==> config.mk <==
export PLATFORM = sky130hd
export DESIGN_NAME = gpr_scoreboard_file
export DESIGN_NICKNAME = d
export VERILOG_FILES = /design/src/rtl/gpr_scoreboard_file.sv
export SDC_FILE = /design/constraint.sdc
export NUM_CORES = 2
export LEC_CHECK = 0
export ABC_AREA = 1
export BUFFER_PORTS_ARGS = -buffer_cell sky130_fd_sc_hd__buf_2
export CAP_MARGIN = 20
export CORE_ASPECT_RATIO = 0.9
export CORE_MARGIN = 8
export CORE_UTILIZATION = 30
export CTS_BUF_LIST = sky130_fd_sc_hd__clkbuf_8
export CTS_CLUSTER_SIZE = 40
export DETAILED_ROUTE_END_ITERATION = 10
export PLACE_DENSITY = 0.53
export SETUP_SLACK_MARGIN = 0.5
export SYNTH_ARGS = -nofsm -noshare
export SYNTH_HDL_FRONTEND = slang
export SYNTH_SLANG_ARGS = --single-unit
==> constraint.sdc <==
create_clock -name CLK -period 64.8 [get_ports CLK]
set_clock_uncertainty 0.2 [all_clocks]
set_input_delay 9.72 -clock CLK [delete_from_list [all_inputs] [get_ports CLK]]
set_output_delay 9.72 -clock CLK [all_outputs]
set_load 0.02 [all_outputs]
==> src/rtl/gpr_scoreboard_file.sv <==
// General-purpose register file with per-register pending-write counters (scoreboard).
// Define GRF_BYPASS_EN to forward a same-cycle writeback onto the read ports.
module gpr_scoreboard_file #(
  parameter int unsigned DW = 32,
  parameter int unsigned AW = 5,
  parameter int unsigned PW = 2
) (
  input  logic          CLK,
  input  logic          RESET,
  input  logic [AW-1:0] rd_a1,
  input  logic [AW-1:0] rd_a2,
  output logic [DW-1:0] rd_d1,
  output logic [DW-1:0] rd_d2,
  output logic          rd_busy1,
  output logic          rd_busy2,
  input  logic          iss_valid,
  input  logic [AW-1:0] iss_a,
  output logic          iss_ready,
  input  logic          wb_en,
  input  logic [AW-1:0] wb_a,
  input  logic [DW-1:0] wb_d,
  output logic          wb_err
);

  localparam int unsigned NREG = 2 ** AW;
  localparam logic [PW-1:0] PMAX = {PW{1'b1}};

  logic [DW-1:0] mem_q [NREG];
  logic [PW-1:0] cnt_q [NREG];
  logic [PW-1:0] cnt_d [NREG];
  logic          err_q, err_d;
  logic          iss_acc, wb_act, same_reg;

  // A same-cycle writeback does not free a slot for the issue check.
  assign iss_ready = (iss_a == '0) || (cnt_q[iss_a] != PMAX);
  assign iss_acc   = iss_valid && iss_ready && (iss_a != '0);
  assign wb_act    = wb_en && (wb_a != '0);
  assign same_reg  = iss_acc && wb_act && (iss_a == wb_a);
  assign wb_err    = err_q;

  always_comb begin
    cnt_d = cnt_q;
    err_d = err_q;
    if (!same_reg) begin
      if (iss_acc) begin
        cnt_d[iss_a] = cnt_q[iss_a] + 1'b1;
      end
      if (wb_act) begin
        if (cnt_q[wb_a] == '0) begin
          err_d = 1'b1;
        end else begin
          cnt_d[wb_a] = cnt_q[wb_a] - 1'b1;
        end
      end
    end
  end

  always_ff @(posedge CLK or posedge RESET) begin
    if (RESET) begin
      for (int unsigned i = 0; i < NREG; i++) begin
        mem_q[i] <= '0;
        cnt_q[i] <= '0;
      end
      err_q <= 1'b0;
    end else begin
      cnt_q <= cnt_d;
      err_q <= err_d;
      if (wb_act) begin
        mem_q[wb_a] <= wb_d;
      end
    end
  end

  always_comb begin
    rd_d1    = (rd_a1 == '0) ? '0 : mem_q[rd_a1];
    rd_busy1 = (rd_a1 != '0) && (cnt_q[rd_a1] != '0);
    rd_d2    = (rd_a2 == '0) ? '0 : mem_q[rd_a2];
    rd_busy2 = (rd_a2 != '0) && (cnt_q[rd_a2] != '0);
`ifdef GRF_BYPASS_EN
    // Last outstanding write resolving this cycle: the value is already here.
    if (wb_act && (wb_a == rd_a1)) begin
      rd_d1 = wb_d;
      if (cnt_q[rd_a1] == PW'(1)) rd_busy1 = 1'b0;
    end
    if (wb_act && (wb_a == rd_a2)) begin
      rd_d2 = wb_d;
      if (cnt_q[rd_a2] == PW'(1)) rd_busy2 = 1'b0;
    end
`endif
  end

endmodule

==> flow_summary.yaml <==
yosys:
  synthesis.area_mm2: 0.0613
  yosysSeqAreaShare_pct: 44.4
  synthTopCellsByArea: "dfrtp_1 (44%), o21ai_0 (15%), nand2_1 (9.0%)"
  synthFlopType: "dfrtp_1"
  async_flop_share_pct: 100
  yosys.area.top_type: "dfrtp_1"
  synth-edff-count: 0
  synthesis.nets: 8377
  ys_ff_latch: 1089
  syn_inst: 8319
  syn_area_per_cell_um2: 7.37
  synth_top_area_share_pct: 44.4
  yosysUniqueCellTypes: 39
  yosysWarningCount: 0
timing:
  finalSetupTns_ns: 0
  finalCriticalPeriod_ns: 24.64
  slew_headroom_pct: 17.6
  rsz0062_at_grt: "false"
  hold_viol: 0
  setup_violations: 0
  worstMarginPinSlew_ns: 1.24
  fin_crit_sh_pct: 38.0
  max_freq_ghz: 0.0406
  drv_slew: 0
routing:
  drt-total-wl_um: 264000
  vias_per_cell: 5.74
  ant_nets: 0
  dr.first_iter.drc_count: 7703
  drc_errors: 0
  post_drt_wl_per_cell_um: 24.5
  dr_total_vias: 62000
  first_pass_iters: 6
die:
  rows: 157
  start_util_pct: 30.2
  die_height_um: 445
  dieArea_mm2: 0.219
  coreArea_mm2: 0.203
  die_x_um: 493
  io-pin-count: 124
cells_and_area:
  finalNonFillerCells: 10800
  fillers: 21600
  area_growth_pct: 8.95
  final_core_util_pct: 32.9
  fin_nets: 7999
  drive_gt1_share_pct: 7.82
cts:
  cts_tree: "yes"
  numCtsBuffers: 185
  ctsResizeCount: 0
  numClockSinks: 1089
  cts_hold_buffers: 0
  cts_setup_buffers: 0
  clock_latency_ns: 0.96
  htreeDepth: 4
  cts.clk_slew.worst_paths_ns: 0.06
  clk_path_buf_depth: 3
  cts_root_buf: "clkbuf_8"
global_routing:
  grt_pass1_wl_um: 390000
  grt-ovfl-total: 0
  grt_use_total_pct: 23.1
  grt_pass1_vias: 58500
  grt_max_degree: 218
  antenna_found_initial: 32
placement:
  hpwl_um: 142000
  dp.cells: 10500
  port_buffers: 123
  gp_congestion: 0.878
critical_path:
  critPathLaunchType: "input pin"
  end_kind: "output pin"
  reg2regPathDepth: 18
  r2r_end: "cnt_q[29]"
  critical_path_class: "input pin to output pin"
  worstPathArrival_ns: 14.72
  reg2reg_slack_ns: 60.39
  r2r-start: "cnt_q[52]"
  required_ns: 54.88
  critPathMaxFanout: 203
power_and_ir_drop:
  vdd_drop_max_mv: 0.0222
  p_per_area_mw_per_mm2: 31.2
  p_leak_uw: 0.0290
worst_hold_path:
  min_path_cells: 0
  hold_start: "mem_q[1001]"
  whs_endpoint: "mem_q[1001]"
  hold_path_class: "flop to flop"
run:
  drv_cap: 0
run_status:
  status: "completed"
per-stage QoR:
step                setup slack [ns]  hold slack (ns)  power, uW  area, um^2
floorplan                      24.22            0.251       1260       61300
CTS                            40.31            0.204       2090       66700
finish                         40.16            0.202       2080       66800
global route                   39.94            0.211       2210       66800
detailed placement             40.32            0.191       1410       62800
global placement               40.26            0.188       1390       62800
how the worst max path moves through the flow:
stage	startpoint	to	slack, ns	cells past startpoint
final	rd_a2[0]	rd_d2[31]	40.16	12
after global routing	rd_a2[0]	rd_d2[31]	39.94	12
after CTS	rd_a2[0]	rd_d2[31]	40.31	12
after detailed placement	rd_a2[0]	rd_d2[31]	40.32	12
after global placement	rd_a2[0]	rd_d2[31]	40.26	12
after floorplan	RESET	cnt_q[0]	24.22	1
area by class of cell:
class | instances | area (um^2) | share of cell area (%)
repair buffers | 233 | 1550 | 2.32
inverters | 322 | 1280 | 1.91
flip-flops and latches | 1089 | 27300 | 40.8
diodes | 18 | 45.0 | 0.0674
clock buffers | 247 | 3400 | 5.09
multi-input cells | 6110 | 29300 | 43.9
clock inverters | 83 | 568 | 0.850
well taps | 2703 | 3380 | 5.06
kinds of logic (layout without fill, tap and decap cells):
group | after synthesis | count (layout) | synth area share, %
AOI/OAI and AO/OA | 2966 | 2966 | 27.1
xor gates and xnor gates | 3 | 3 | 0.0429
adders and majority gates | 2 | 2 | 0.0408
buffers and inverters | 1120 | 885 | 7.94
DFF | 1089 | 1089 | 44.4
other | 0 | 18 | 0
and+or+nand+nor | 3139 | 3139 | 20.4
synthesized netlist by cell type, drive strengths merged (6+ instances only):
cell,n
o21ai,1869
nand2,1481
nor2,1221
dfrtp,1089
a21oi,546
clkbuf,480
nand3,391
buf,318
inv,305
o211ai,273
o221ai,226
o22ai,30
nand4,21
clkinv,17
a31oi,15
nor3,15
nand3b,6
report_power, final:
group          total [uW]  switching (uW)  leakage (uW)  internal (uW)
Sequential            942             115        0.0136            826
Combinational         463             305        0.0132            158
Clock                 680             316       0.00223            364
flip-flops by register name, summed over array words and instances (netlist names):
signal  count
mem_q    1024
wb_err      1
cnt_q      64
routing by layer:
layer  up-vias  track usage, %  share of wire [%]
li1      27600               -                  -
met1     29800            31.5                 42
met2      3790            35.1                 43
met3       827            4.69                 10
met4         6            11.3                4.9
met5         -               0              0.016
critical path, cell delays in order:
cell and delay [ns]:
buf_8 0.24, inv_8 0.62, buf_12 0.64, buf_4 0.84
buf_4 0.86, o21ai_0 0.18, o211ai_1 0.23, nand3_1 0.09
nand3_1 0.10, nand2_1 0.06, nor2_1 0.43, buf_2 0.26
cell usage in the layout, fill, tap and decap left out, types with 3 or more instances in the layout:
master and n:
o21ai_0 1810, nand2_1 1467, nor2_1 1203, dfrtp_1 1089, a21oi_1 524, nand3_1 390
inv_1 319, o211ai_1 273, clkbuf_8 247, o221ai_1 226, buf_2 113, buf_4 110
o21ai_1 45, o22ai_1 30, a21oi_2 22, clkinv_2 21, nand4_1 21, inv_2 19
diode_2 18, clkinv_1 17, a31oi_1 15, o21ai_2 14, nor2_4 13, inv_6 8
nand2_4 7, nand2_2 6, nor3_4 6, nand3b_1 6, bufinv_16 6, nor2_2 5
nor3_2 5, inv_8 5, a32o_1 5, inv_4 4, nor3_1 4, buf_6 4
buf_12 4, xnor2_1 3, clkinvlp_4 3
Power figures use the tool's default switching activity.
